File: src/rtl/regfile_scoreboard_if.sv
// rtl/regfile_scoreboard_if.sv - register file / scoreboard access bundle
// Purpose: groups the write, reserve and dual-read signals of regfile_scoreboard.
// Parameters: k = data width, n = address width (depth 2**n).
// Modports:
//   master - controller side: drives data_in, writenum, write, reservenum, reserve,
//            readnum_a, readnum_b; receives data_out_a/b, busy_a/b, busy_vec, busy_count.
//   slave  - register file side: the mirror image of master.
interface regfile_scoreboard_if #(
  parameter int k = 16,
  parameter int n = 3
);
  logic [k-1:0]        data_in;
  logic [n-1:0]        writenum;
  logic                write;
  logic [n-1:0]        reservenum;
  logic                reserve;
  logic [n-1:0]        readnum_a;
  logic [n-1:0]        readnum_b;
  logic [k-1:0]        data_out_a;
  logic [k-1:0]        data_out_b;
  logic                busy_a;
  logic                busy_b;
  logic [(1<<n)-1:0]   busy_vec;
  logic [n:0]          busy_count;

  modport master (
    output data_in, writenum, write, reservenum, reserve, readnum_a, readnum_b,
    input  data_out_a, data_out_b, busy_a, busy_b, busy_vec, busy_count
  );

  modport slave (
    input  data_in, writenum, write, reservenum, reserve, readnum_a, readnum_b,
    output data_out_a, data_out_b, busy_a, busy_b, busy_vec, busy_count
  );
endinterface

File: src/rtl/regfile_scoreboard.sv
// rtl/regfile_scoreboard.sv - 2-read/1-write register file with busy scoreboard
// Purpose: 2**n x k register file with two combinational read ports and a
//   per-entry busy bit set by reserve and cleared by write (reserve wins on
//   the same index), plus a registered count of busy entries.
// Ports:
//   clk   - rising-edge clock
//   reset - synchronous, active-high; clears entries, busy bits and count
//   bus   - regfile_scoreboard_if.slave (write, reserve, read A/B, busy status)
// Optional macro REGFILE_BYPASS_EN: same-cycle write-through forwarding onto
//   read ports whose address matches writenum.
module regfile_scoreboard #(
  parameter int k = 16,
  parameter int n = 3
) (
  input logic                  clk,
  input logic                  reset,
  regfile_scoreboard_if.slave  bus
);
  localparam int DEPTH = 1 << n;

  logic [k-1:0]     mem_q [DEPTH];
  logic [k-1:0]     mem_d [DEPTH];
  logic [DEPTH-1:0] busy_q, busy_d;
  logic [n:0]       count_q, count_d;
  logic             inc, dec;

  always_comb begin
    mem_d   = mem_q;
    busy_d  = busy_q;
    if (bus.write) begin
      mem_d[bus.writenum]  = bus.data_in;
      busy_d[bus.writenum] = 1'b0;
    end
    // Applied after the write so a same-index reserve leaves the entry busy.
    if (bus.reserve) begin
      busy_d[bus.reservenum] = 1'b1;
    end
    // Count changes only on real 0->1 or 1->0 transitions of a busy bit,
    // which keeps it equal to popcount(busy) without a population counter.
    inc = bus.reserve && !busy_q[bus.reservenum];
    dec = bus.write && busy_q[bus.writenum] &&
          !(bus.reserve && (bus.reservenum == bus.writenum));
    count_d = count_q + {{n{1'b0}}, inc} - {{n{1'b0}}, dec};
  end

  always_ff @(posedge clk) begin
    if (reset) begin
      for (int i = 0; i < DEPTH; i++) begin
        mem_q[i] <= '0;
      end
      busy_q  <= '0;
      count_q <= '0;
    end else begin
      for (int i = 0; i < DEPTH; i++) begin
        mem_q[i] <= mem_d[i];
      end
      busy_q  <= busy_d;
      count_q <= count_d;
    end
  end

  assign bus.busy_vec   = busy_q;
  assign bus.busy_count = count_q;

`ifdef REGFILE_BYPASS_EN
  logic fwd_a, fwd_b;
  assign fwd_a = bus.write && !reset && (bus.writenum == bus.readnum_a);
  assign fwd_b = bus.write && !reset && (bus.writenum == bus.readnum_b);

  assign bus.data_out_a = fwd_a ? bus.data_in : mem_q[bus.readnum_a];
  assign bus.data_out_b = fwd_b ? bus.data_in : mem_q[bus.readnum_b];
  assign bus.busy_a     = fwd_a ? 1'b0 : busy_q[bus.readnum_a];
  assign bus.busy_b     = fwd_b ? 1'b0 : busy_q[bus.readnum_b];
`else
  assign bus.data_out_a = mem_q[bus.readnum_a];
  assign bus.data_out_b = mem_q[bus.readnum_b];
  assign bus.busy_a     = busy_q[bus.readnum_a];
  assign bus.busy_b     = busy_q[bus.readnum_b];
`endif
endmodule

File: src/flat_wrapper.sv
// flat-port wrapper written by rule: the top's interface ports become plain ports
module regfile_scoreboard_flat 
#(
  parameter int k = 16,
  parameter int n = 3
)
  (clk, reset, bus_data_in, bus_writenum, bus_write, bus_reservenum, bus_reserve, bus_readnum_a, bus_readnum_b, bus_data_out_a, bus_data_out_b, bus_busy_a, bus_busy_b, bus_busy_vec, bus_busy_count);
  regfile_scoreboard_if #(.k(k), .n(n)) bus_i ();
  input logic clk;
  input logic reset;
  input wire logic [$bits(bus_i.data_in)-1:0] bus_data_in;
  input wire logic [$bits(bus_i.writenum)-1:0] bus_writenum;
  input wire logic [$bits(bus_i.write)-1:0] bus_write;
  input wire logic [$bits(bus_i.reservenum)-1:0] bus_reservenum;
  input wire logic [$bits(bus_i.reserve)-1:0] bus_reserve;
  input wire logic [$bits(bus_i.readnum_a)-1:0] bus_readnum_a;
  input wire logic [$bits(bus_i.readnum_b)-1:0] bus_readnum_b;
  output wire logic [$bits(bus_i.data_out_a)-1:0] bus_data_out_a;
  output wire logic [$bits(bus_i.data_out_b)-1:0] bus_data_out_b;
  output wire logic [$bits(bus_i.busy_a)-1:0] bus_busy_a;
  output wire logic [$bits(bus_i.busy_b)-1:0] bus_busy_b;
  output wire logic [$bits(bus_i.busy_vec)-1:0] bus_busy_vec;
  output wire logic [$bits(bus_i.busy_count)-1:0] bus_busy_count;
  assign bus_i.data_in = bus_data_in;
  assign bus_i.writenum = bus_writenum;
  assign bus_i.write = bus_write;
  assign bus_i.reservenum = bus_reservenum;
  assign bus_i.reserve = bus_reserve;
  assign bus_i.readnum_a = bus_readnum_a;
  assign bus_i.readnum_b = bus_readnum_b;
  assign bus_data_out_a = bus_i.data_out_a;
  assign bus_data_out_b = bus_i.data_out_b;
  assign bus_busy_a = bus_i.busy_a;
  assign bus_busy_b = bus_i.busy_b;
  assign bus_busy_vec = bus_i.busy_vec;
  assign bus_busy_count = bus_i.busy_count;
  regfile_scoreboard #(.k(k), .n(n)) u_core (.clk(clk), .reset(reset), .bus(bus_i));
endmodule
File: config.mk
export PLATFORM = sky130hd
export DESIGN_NAME = regfile_scoreboard_flat
export DESIGN_NICKNAME = d
export VERILOG_FILES = /design/src/rtl/regfile_scoreboard_if.sv /design/src/rtl/regfile_scoreboard.sv /design/src/flat_wrapper.sv
export SDC_FILE = /design/constraint.sdc
export NUM_CORES = 1
export LEC_CHECK = 0
export BUFFER_PORTS_ARGS = -buffer_cell sky130_fd_sc_hd__buf_2
export CORE_UTILIZATION = 42
export DETAILED_ROUTE_END_ITERATION = 10
export SETUP_SLACK_MARGIN = 0.15
export SYNTH_ARGS = -nofsm -noshare
export SYNTH_HDL_FRONTEND = slang
export SYNTH_SLANG_ARGS = --single-unit
export TNS_END_PERCENT = 5
File: constraint.sdc
create_clock -name clk -period 3.2 [get_ports clk]
set_input_delay 0.64 -clock clk [delete_from_list [all_inputs] [get_ports clk]]
set_output_delay 0.64 -clock clk [all_outputs]
set_load 0.05 [all_outputs]
=== Yosys cells after proc, flatten, opt, wreduce, memory -nomap -nowiden ===
Cells that the tools add are included.

* Multiplexer cells: 23
* Reduce and logical (&&, ||, !) cells: 9
* $lt $le $gt $ge: 10
* Equal/unequal tests: 1
* Bitwise gates (word level): 6
* $add $sub $neg: 2

{| class="wikitable"
|+ Operators with widths
! cell !! count
|-
| $bwmux W128 || 1
|-
| $bmux W16 S3 || 2
|-
| $mux W16 || 5
|-
| $demux W16 S3 || 1
|-
| $lt A3 B4 Y1 const B || 4
|-
| $mux W8 || 2
|-
| $bmux W1 S3 || 4
|-
| $ge A4 B4 Y1 const B || 3
|-
| $not A3 Y4 || 3
|-
| $and A8 B8 Y8 || 1
|-
| $not A8 Y8 || 1
|-
| $or A8 B8 Y8 || 1
|-
| $logic_and A1 B1 Y1 || 7
|-
| $demux W1 S3 || 2
|-
| $ge A3 B1 Y1 const B || 2
|-
| $mux W1 || 6
|-
| $add A4 B1 Y4 || 1
|-
| $lt A4 B1 Y1 const B || 1
|-
| $sub A4 B1 Y4 || 1
|-
| $eq A3 B3 Y1 || 1
|-
| $logic_not A1 Y1 || 2
|}

* Word-level logic and storage cells: 61
* Output and inout bits: 46
* Register bits after elaboration: 140
* Bits of input ports: 32

=== Depth between registers and ports, before layout ===
Gate-level depths: netlist (run 1).

* Depth in word-level cells: 9
* Gate-level depth with buffers: 12
* Mapped depth without buffers: 10

=== Least setup slack after synthesis (run 1) ===
OpenSTA, ideal clock, no wires.

* Path type: input to register
* Start: input port bus_writenum[0]
* End: register u_core.count_q[3], in the netlist u_core.bus.busy_count[3]
* Slack: 0.464 ns
* Arrival: 2.662 ns
* Path buffers: 2
* Data required time: 3.126 ns
* Library setup time: 0.074 ns
* Stages on the path: 11
* Path through: buf_2 buf_4 xnor2_1 and4_1 nor4_1 ha_1 inv_1 ha_1 a21o_1 a2111o_1 o21ai_0

* Cells in the longest elaborated chain, start to end: 5
* Elaborated cells between the ends (all ways): 8
* Classes of those cells: add/sub (1); eq/ne (1); mux (2); reduce/logical (4)

{| class="wikitable"
|+ RTL lines
! item !! line !! RTL
|-
| from (decl) || flat_wrapper.sv:12 || <nowiki>input wire logic [$bits(bus_i.writenum)-1:0] bus_writenum;</nowiki>
|-
| $bmux W1 S3 or $eq A3 B3 Y1 (tied branches) || regfile_scoreboard.sv:41, regfile_scoreboard.sv:42 ||
|-
| $mux W1 (not written as such) or $logic_and A1 B1 Y1 (tied branches) || regfile_scoreboard.sv:41, regfile_scoreboard.sv:42 ||
|-
| $logic_and A1 B1 Y1 or $logic_not A1 Y1 (tied branches) || regfile_scoreboard.sv:41, regfile_scoreboard.sv:42 ||
|-
| $logic_and A1 B1 Y1 * || regfile_scoreboard.sv:41 || <nowiki>dec = bus.write && busy_q[bus.writenum] &&</nowiki>
|-
| $sub A4 B1 Y4 * || regfile_scoreboard.sv:43 || <nowiki>count_d = count_q + {{n{1'b0}}, inc} - {{n{1'b0}}, dec};</nowiki>
|-
| to (signal assigned) || regfile_scoreboard.sv:58 || <nowiki>count_q <= count_d;</nowiki>
|-
| to (decl) || regfile_scoreboard.sv:24 || <nowiki>logic [n:0] count_q, count_d;</nowiki>
|}

Every way passes the cells marked *; elsewhere a longest branch is shown, timed or not. The select of a mux whose other input is x is not followed.
A chain may end at the register's enable or synchronous reset.

=== Worst setup path after layout (run 1) ===
* Start: input port bus_readnum_a[0]
* End: output port bus_data_out_a[5]

* Cells in the longest elaborated chain, start to end: 4

{| class="wikitable"
|+ RTL lines
! item !! line !! RTL
|-
| from (decl) || flat_wrapper.sv:16 || <nowiki>input wire logic [$bits(bus_i.readnum_a)-1:0] bus_readnum_a;</nowiki>
|-
| $not A3 Y4 (not written as such) || regfile_scoreboard.sv:75 || <nowiki>assign bus.data_out_a = mem_q[bus.readnum_a];</nowiki>
|-
| $bmux W16 S3 || regfile_scoreboard.sv:75 ||
|-
| $mux W16 (not written as such) (2 in a row) || regfile_scoreboard.sv:75 ||
|-
| to (decl) || flat_wrapper.sv:18 || <nowiki>output wire logic [$bits(bus_i.data_out_a)-1:0] bus_data_out_a;</nowiki>
|}

Every way passes these cells. The select of a mux whose other input is x is not followed.

==> metrics.md, run 1 <==
| Metric | Value |
|---|---|
| Largest net degree at the start of global routing | 65 |
| Final worst path period need | 2780 ps |
| Routed wire length | 21.5 mm |
| Initial Utilization | 0.430 |
| Status | finished clean |
| Chip Height | 135 um |
| Initial antenna violation count | 0 |
| Worst-path maximum fanout | 34 |
| Post-synth top area share | 0.376 |
| Distinct cell type count after synthesis | 37 |
| Global-route wire length before repair | 33.2 mm |
| Die X | 135 um |
| DIE AREA | 18300 um^2 |
| Crit path launch | bus_readnum_a[0] |
| RSZ-0062 raised after global routing | no |
| Hold buffer count at CTS | 0 |
| Area delta synth->final | 14.4% |
| Synth Warn # | 0 |
| Detail Route Antenna Nets | 0 |
| Vias in the first global route | 5704 |
| Max-cap violations | 0 |
| Worst-Margin Slew | 737 ps |
| Register area share after synthesis | 0.376 |
| Io pins | 78 |
| DRT iter0 DRCs | 537 |
| Hold Path Class | flip-flop to flip-flop |
| CTS Buf Count | 17 |
| Max-slew violation count | 0 |
| Cell family with most CP delay | multiplexers |
| CP most frequent cell | buf_2 |
| Mapped cell area | 7440 um^2 |
| Share of cells above drive strength 1 | 0.292 |
| Final period util | 0.869 |
| CTS tree | done |
| Fillers | 1644 |
| H-tree Lvls | 4 |
| Area leader, netlist | dfxtp_1 |
| Clock transition at the registers of the reported paths | 50 ps |
| Worst hold start | u_core.mem_q[38]$_SDFFE_PP0P_ |
| CTS sink cnt | 140 |
| Setup Buffers After CTS | 0 |
| Final std cells w/o fill | 1067 |
| Nets | 867 |
| ANT cells | 0 |
| Post-Syn Nets | 830 |
| Placement Cell Area | 7970 um^2 |
| Dpl cells | 1036 |
| Maximum VDD drop | 419 uV |
| Row cnt | 48 |
| CTS resizes | 0 |
| GRT Total Usage | 0.246 |
| Final setup vio count | 0 |
| Wire per inst | 20.2 um |
| Fin Clk Skew | 2.49 ps |
| PD cells | 506 nW/um^2 |
| Slowest-stage cell, CP | mux4_2 |
| Cell area after layout | 8510 um^2 |
| Setup TNS | 0 ps |
| Slew margin rel. | 0.506 |
| IO Port Bufs | 77 |
| CP required | 2560 ps |
| Gr ovfl total | 0 |
| Mean post-synth cell area | 9.39 um^2 |
| Static Leak | 0.00314 uW |
| Area contributors post-synth | dfxtp_1 (38%), mux4_2 (21%), nand2_1 (13%), a21oi_1 (8.7%), mux2_2 (5.6%) |
| Drt pass-1 iters | 5 |
| DR DRC count | 0 |
| Highest clock rate | 360 MHz |
| Worst-path cell chain | buf_2 -> buf_12 -> mux4_2 -> mux2_2 -> buf_2 |
| Final GP Congestion | 0.812 |
| Worst-skew pair later-pin latency | 420 ps |
| CP endpoint kind | output port |
| Syn Inst Count | 793 |
| R2R Path Start | u_core.bus.busy_vec[4]$_SDFF_PP0_ |
| Root buffer cell | clkbuf_16 |
| Final Hold Vio Count | 0 |
| Via count | 6065 |
| Post-detail-place hpwl | 13.7 mm |
| Crit Path Class | primary input to output port |
| FF+latch count, synth | 140 |
| Crit start category | primary input |
| WP data arrival | 2140 ps |
| Core ar. | 17300 um^2 |
| CTS Buffer Depth | 2 |
| Bufs and invs on worst path | 3 |
| Via density per instance | 5.68 |
| Slowest Stage Delay on Critical Path | 550 ps |
## cells in the final DEF, fill, tap and decap left out, drive strengths merged, types with 3 or more instances in the layout
cell       n
clkinv     4
inv        6
mux4      69
nand2    258
dfxtp    140
nand4b     3
nor2b      5
mux2      37
xnor2      3
and4b      3
clkbuf    24
buf      106
a22oi      3
a32oi      4
a21oi    130
nor4bb     3
nand4bb    3
mux2i      4
ha         4
nor2      10
nand2b     3
## cell type report
class / instances / area, um^2 / share of cell area
repair buffers: 106 / 668 / 0.0785
flip-flops and latches: 140 / 2800 / 0.329
well taps: 225 / 282 / 0.0331
clock buffers: 24 / 482 / 0.0566
clock inverters: 7 / 65.1 / 0.00764
inverters: 6 / 22.5 / 0.00265
multi-input cells: 559 / 4190 / 0.492
## path summary, 6_finish.rpt
check                                              to  slack, ps  depth (start not counted)
setup / recovery                    bus_data_out_a[5]        420                          5
hold / removal          u_core.mem_q[38]$_SDFFE_PP0P_        460                          2
setup reg to reg  u_core.bus.busy_count[3]$_SDFF_PP0_        770                          9
hold reg to reg         u_core.mem_q[38]$_SDFFE_PP0P_        460                          2
## cell families (layout without fill, tap and decap cells)
family,after synthesis,after routing,share of synthesized area
XOR/XNOR,5,5,0.00588
buffers and inverters,94,143,0.0664
multiplexers,110,110,0.270
adder cells (fa/ha/maj),5,5,0.00941
AO/OA/AOI/OAI,143,143,0.101
AND/OR/NAND/NOR,296,296,0.171
flip-flops,140,140,0.376
## synth_stat cells, drive strengths merged
master / count
a2111o: 1
a2111oi: 1
a21o: 1
a21oi: 130
a22oi: 3
a32oi: 4
and2: 1
and4: 2
and4b: 3
buf: 48
clkbuf: 40
dfxtp: 140
fa: 1
ha: 4
inv: 6
mux2: 37
mux2i: 4
mux4: 69
nand2: 258
nand2b: 3
nand4: 2
nand4b: 3
nand4bb: 3
nor2: 10
nor2b: 5
nor4: 1
nor4b: 1
nor4bb: 3
o21ai: 2
o22ai: 1
or4b: 1
xnor2: 3
xor2: 2
## worst register-to-register path, cell delays in order, from the launching register on
cell	delay [ps]
dfxtp_1	440
mux2_2	190
o21ai_0	60
nor4_1	420
ha_1	280
inv_1	60
ha_1	260
a21o_1	190
a2111o_1	390
o21ai_0	70
## metrics by stage
stage | worst slack, ps | hold WS [ps] | util | power (uW)
after global routing | 372 | 477 | 0.492 | 4480
final | 421 | 465 | 0.492 | 4310
after global placement | 392 | 449 | 0.461 | 2500
after CTS | 409 | 466 | 0.492 | 4350
after floorplan | 464 | 443 | - | 2340
after detailed placement | 361 | 459 | 0.461 | 2510
## power breakdown
part           total (uW)  internal (uW)  switching, uW  leakage, uW
registers            1840           1800           42.2      0.00113
clock network        1850           1120            727     0.000266
logic                 623            225            398      0.00174
## state kept, by name (all words and copies together), names as in the netlist
| signal | count |
|---|---|
| u_core.bus.busy_count | 4 |
| u_core.bus.busy_vec | 8 |
| u_core.mem_q | 128 |
## routing by layer
metal | vias up | track usage | wire (um)
li1 | 2838 | - | -
met1 | 2978 | 0.330 | 9380
met2 | 213 | 0.392 | 10400
met3 | 36 | 0.0404 | 1220
met4 | 0 | 0.104 | 539
met5 | - | 0 | 0
Power figures use the tool's default switching activity.
==> run 2: changes to the inputs <==
--- a/config.mk
+++ b/config.mk
@@ -5,7 +5,7 @@
 export SDC_FILE = /design/constraint.sdc
 export NUM_CORES = 1
 export LEC_CHECK = 0
-export BUFFER_PORTS_ARGS = -buffer_cell sky130_fd_sc_hd__buf_2
+export BUFFER_PORTS_ARGS = -buffer_cell sky130_fd_sc_hd__buf_4
 export CORE_UTILIZATION = 42
 export DETAILED_ROUTE_END_ITERATION = 10
 export SETUP_SLACK_MARGIN = 0.15
==> run 2 against run 1 <==
- core utilization up 0.95 points
- largest cell class unchanged
- worst hold slack better by 2.2 ps
- register-to-register slack worse by 80 ps
- critical path depth unchanged
- via count up 4.0%
- die area unchanged
- clock power about the same
- critical endpoint is now bus_data_out_b[15]
- global-route usage up 1.0 points
- wire length up 6.4%
- combinational power up 5.5%
- fmax up 1.4%
- power up 1.6%
==> metrics.md, run 2 (synthesis gave the netlist of run 1 again) <==
| Metric | Value |
|---|---|
| Final Hold Vio Count | 0 |
| Worst-path maximum fanout | 34 |
| Drt pass-1 iters | 6 |
| Worst-skew pair later-pin latency | 420 ps |
| Via density per instance | 5.92 |
| Top reg by flops | u_core.mem_q |
| FF-to-FF End | u_core.bus.busy_count[3]$_SDFF_PP0_ |
| Largest net degree at the start of global routing | 71 |
| Row cnt | 48 |
| Global-route wire length before repair | 34.5 mm |
| ANT cells | 0 |
| Post-Place Worst Slack | 224 ps |
| Io pins | 78 |
| Post-detail-place hpwl | 14.4 mm |
| WP data arrival | 2100 ps |
| Setup TNS | 0 ps |
| Maximum VDD drop | 372 uV |
| Clock transition at the registers of the reported paths | 60 ps |
| Die X | 135 um |
| Crit start category | primary input |
| PD cells | 505 nW/um^2 |
| Final period util | 0.856 |
| Setup Buffers After CTS | 0 |
| Max reg flops | 128 |
| Wire per inst | 21.5 um |
| GRT Total Usage | 0.256 |
| Final std cells w/o fill | 1066 |
| Initial antenna violation count | 0 |
| WHS | 467 ps |
| IO Port Bufs | 77 |
| Dpl cells | 1034 |
| Hold Path Class | flip-flop to flip-flop |
| DRT iter0 DRCs | 693 |
| CP required | 2560 ps |
| CTS resizes | 0 |
| H-tree Lvls | 4 |
| Worst hold start | u_core.mem_q[75]$_SDFFE_PP0P_ |
| Via count | 6309 |
| Hold buffer count at CTS | 0 |
| Gr ovfl total | 0 |
| Initial Utilization | 0.430 |
| Worst-Margin Slew | 613 ps |
| Area delta synth->final | 16.6% |
| Worst reg-to-reg setup slack | 690 ps |
| Worst R2R Path Depth | 9 |
| DIE AREA | 18300 um^2 |
| Most common cell after layout, fill and taps aside | nand2_1 |
| Fillers | 1585 |
| Highest clock rate | 365 MHz |
| CTS sink cnt | 140 |
| Cell area after layout | 8680 um^2 |
| Static Leak | 0.00315 uW |
| Status | finished clean |
| Root buffer cell | clkbuf_16 |
| CTS Buffer Depth | 2 |
| Routed wire length | 22.9 mm |
| Final GP Congestion | 0.848 |
| Commonest non-fill, non-tap cells in the layout | nand2_1 (258), dfxtp_1 (140), a21oi_1 (130) |
| Hold Crit Depth | 2 |
| CP endpoint kind | output port |
| Slew margin rel. | 0.591 |
| Fin Clk Skew | 5.59 ps |
| R2R Path Start | u_core.bus.busy_vec[5]$_SDFF_PP0_ |
| Placement Cell Area | 8120 um^2 |
| Crit Path Class | primary input to output port |
| Hold path endpoint | u_core.mem_q[75]$_SDFFE_PP0P_ |
| Final worst path period need | 2740 ps |
| Nets | 865 |
| CTS tree | done |
| CTS Buf Count | 17 |
| Max-slew violation count | 0 |
| Share of cells above drive strength 1 | 0.296 |
| RSZ-0062 raised after global routing | no |
| Chip Height | 135 um |
| DR DRC count | 0 |
| Detail Route Antenna Nets | 0 |
| Core ar. | 17300 um^2 |
| Vias in the first global route | 6035 |
| Final worst slack | 460 ps |
| Final setup vio count | 0 |
| Max-cap violations | 0 |
-- run 2: worst max-delay path, cell delays in order --
cell and delay, ps:
buf_4 90, buf_12 280, mux4_2 560, mux2_2 310
buf_4 200
-- run 2: area by class of cell --
type,instances,area [um^2],share of cell area
multi-input cells,559,4190,0.483
flip-flops and latches,140,2800,0.323
repair buffers,104,818,0.0943
clock buffers,18,439,0.0506
well taps,225,282,0.0324
clock inverters,14,123,0.0141
inverters,6,22.5,0.00259
-- run 2: worst max path at each step --
stage / depth (start not counted) / startpoint / slack, ps / to
6_report: 5 / bus_readnum_b[0] / 460 / bus_data_out_b[15]
5_1_grt: 5 / bus_readnum_b[0] / 410 / bus_data_out_b[15]
4_1_cts: 5 / bus_readnum_a[0] / 450 / bus_data_out_a[6]
3_5_place_dp: 10 / bus_writenum[0] / 220 / u_core.bus.busy_count[3]$_SDFF_PP0_
3_3_place_gp: 10 / bus_writenum[0] / 360 / u_core.bus.busy_count[3]$_SDFF_PP0_
2_1_floorplan: 11 / bus_writenum[0] / 460 / u_core.bus.busy_count[3]$_SDFF_PP0_
-- run 2: power by group --
part	leakage (uW)	internal, uW	switching [uW]	total (uW)
combinational	0.00175	251	406	657
clock	0.000264	1090	790	1880
sequential	0.00113	1800	45.9	1840
total	0.00315	3140	1240	4380
-- run 2: layer usage --
layer  global-route usage  share of wire  vias to the layer above
met1                0.328           0.39                     3087
met2                0.425           0.50                      327
met3               0.0367          0.080                       53
met5                    0              0                        -
li1                     -              -                     2842
met4                0.125          0.031                        0
-- run 2: through the flow --
step           utilization  power (uW)
6_report             0.502        4380
5_1_grt              0.502        4520
4_1_cts              0.502        4400
3_5_place_dp         0.469        2540
3_3_place_gp         0.469        2520
2_1_floorplan            -        2340
==> run 3: changes to the inputs <==
--- a/config.mk
+++ b/config.mk
@@ -8,6 +8,7 @@
 export BUFFER_PORTS_ARGS = -buffer_cell sky130_fd_sc_hd__buf_4
 export CORE_UTILIZATION = 42
 export DETAILED_ROUTE_END_ITERATION = 10
+export MAX_ROUTING_LAYER = met4
 export SETUP_SLACK_MARGIN = 0.15
 export SYNTH_ARGS = -nofsm -noshare
 export SYNTH_HDL_FRONTEND = slang
==> run 3 against run 2 <==
- core utilization unchanged
- clock-buffer cell count is the same
- critical path type unchanged
- non-clock buffer count unchanged
- register-to-register slack about the same
- sequential share of layout area is the same
- largest cell class unchanged
- fmax is 0.17% lower
- combinational power is essentially flat
- worst hold slack better by 2.5 ps
- power about the same
- clock power about the same
==> metrics.md, run 3 (synthesis gave the netlist of run 1 again) <==
| Metric | Value |
|---|---|
| CP required | 2560 ps |
| Area delta synth->final | 16.6% |
| Post-detail-place hpwl | 14.4 mm |
| Fin Clk Skew | 5.25 ps |
| Placement Cell Area | 8120 um^2 |
| Worst-Margin Slew | 620 ps |
| Initial Utilization | 0.430 |
| Global-route wire length before repair | 34.5 mm |
| Vias in the first global route | 6040 |
| Die X | 135 um |
| DR DRC count | 0 |
| Worst-skew pair later-pin latency | 420 ps |
| Drt pass-1 iters | 5 |
| Worst hold start | u_core.mem_q[75]$_SDFFE_PP0P_ |
| Final worst path period need | 2740 ps |
| Status | finished clean |
| Hold buffer count at CTS | 0 |
| Final std cells w/o fill | 1066 |
| Final period util | 0.858 |
| Worst reg-to-reg setup slack | 690 ps |
| CTS resizes | 0 |
| Maximum VDD drop | 374 uV |
| Io pins | 78 |
| Top reg by flops | u_core.mem_q |
| Nets | 865 |
| Chip Height | 135 um |
| Via density per instance | 5.92 |
| Final GP Congestion | 0.862 |
| Share of cells above drive strength 1 | 0.296 |
| Setup Buffers After CTS | 0 |
| FF-to-FF End | u_core.bus.busy_count[3]$_SDFF_PP0_ |
| Dpl cells | 1034 |
| Hold path endpoint | u_core.mem_q[75]$_SDFFE_PP0P_ |
| Root buffer cell | clkbuf_16 |
| Most common cell after layout, fill and taps aside | nand2_1 |
| Highest clock rate | 364 MHz |
| Crit start category | primary input |
| Commonest non-fill, non-tap cells in the layout | nand2_1 (258), dfxtp_1 (140), a21oi_1 (130) |
| Via count | 6312 |
| Final setup vio count | 0 |
| Crit Path Class | primary input to output port |
| Slew margin rel. | 0.586 |
| CTS Buffer Depth | 2 |
| GRT Total Usage | 0.264 |
| Max reg flops | 128 |
| IO Port Bufs | 77 |
| PD cells | 505 nW/um^2 |
| WP data arrival | 2100 ps |
| Cell area after layout | 8680 um^2 |
| Row cnt | 48 |
| Clock transition at the registers of the reported paths | 60 ps |
| R2R Path Start | u_core.bus.busy_vec[5]$_SDFF_PP0_ |
| Hold Crit Depth | 2 |
| CTS sink cnt | 140 |
| Core Util, Final | 0.502 |
| CP endpoint kind | output port |
| Wire per inst | 21.5 um |
| Worst R2R Path Depth | 9 |
| Final Hold Vio Count | 0 |
| Worst-path maximum fanout | 34 |
| Setup TNS | 0 ps |
| CTS Buf Count | 17 |
| Static Leak | 0.00315 uW |
| Initial antenna violation count | 0 |
| H-tree Lvls | 4 |
| ANT cells | 0 |
| Max-cap violations | 0 |
| CTS tree | done |
| Detail Route Antenna Nets | 0 |
| DIE AREA | 18300 um^2 |
| Core ar. | 17300 um^2 |
| Gr ovfl total | 0 |
| DRT iter0 DRCs | 706 |
| Max-slew violation count | 0 |
| Hold Path Class | flip-flop to flip-flop |
| Routed wire length | 22.9 mm |
| RSZ-0062 raised after global routing | no |
| Largest net degree at the start of global routing | 71 |
run 3: cell counts in the layout (fill, tap and decap cells not counted):
Identical to the previous run, type by type.
run 3: cell type report:
| class | count | area [um^2] |
|---|---|---|
| flip-flops and latches | 140 | 2800 |
| clock buffers | 18 | 439 |
| well taps | 225 | 282 |
| inverters | 6 | 22.5 |
| fillers | 1585 | 8620 |
| clock inverters | 14 | 123 |
| multi-input cells | 559 | 4190 |
| repair buffers | 104 | 818 |
run 3: per-stage QoR:
stage                     setup slack, ps  hold slack, ps  power, uW
after floorplan                       464             443       2340
after global placement                359             449       2520
after detailed placement              224             459       2540
after CTS                             455             470       4400
after global routing                  413             486       4520
final                                 455             469       4380
run 3: power breakdown:
part	internal [uW]	switching [uW]	leakage [uW]
sequential	1800	45.9	0.00113
clock	1090	793	0.000264
combinational	251	406	0.00175
total	3140	1240	0.00315
run 3: worst max path at each step:
stage / start / end / slack (ps) / cells past startpoint
floorplan: bus_writenum[0] / u_core.bus.busy_count[3]$_SDFF_PP0_ / 460 / 11
global placement: bus_writenum[0] / u_core.bus.busy_count[3]$_SDFF_PP0_ / 360 / 10
detailed placement: bus_writenum[0] / u_core.bus.busy_count[3]$_SDFF_PP0_ / 220 / 10
CTS: bus_readnum_a[0] / bus_data_out_a[6] / 450 / 5
global route: bus_readnum_b[0] / bus_data_out_b[15] / 410 / 5
finish: bus_readnum_b[0] / bus_data_out_b[15] / 460 / 5
run 3: per-layer routing:
metal / up-vias / global-route usage / part of all wire / wire (um)
met5: - / - / 0 / 0
met4: 0 / 0.127 / 0.032 / 742
met3: 54 / 0.0363 / 0.065 / 1480
met2: 326 / 0.425 / 0.50 / 11500
met1: 3092 / 0.327 / 0.40 / 9180
li1: 2840 / - / - / -
run 3: worst max-delay path, stage by stage:
cell	delay [ps]
buf_4	90
buf_12	280
mux4_2	560
mux2_2	310
buf_4	200
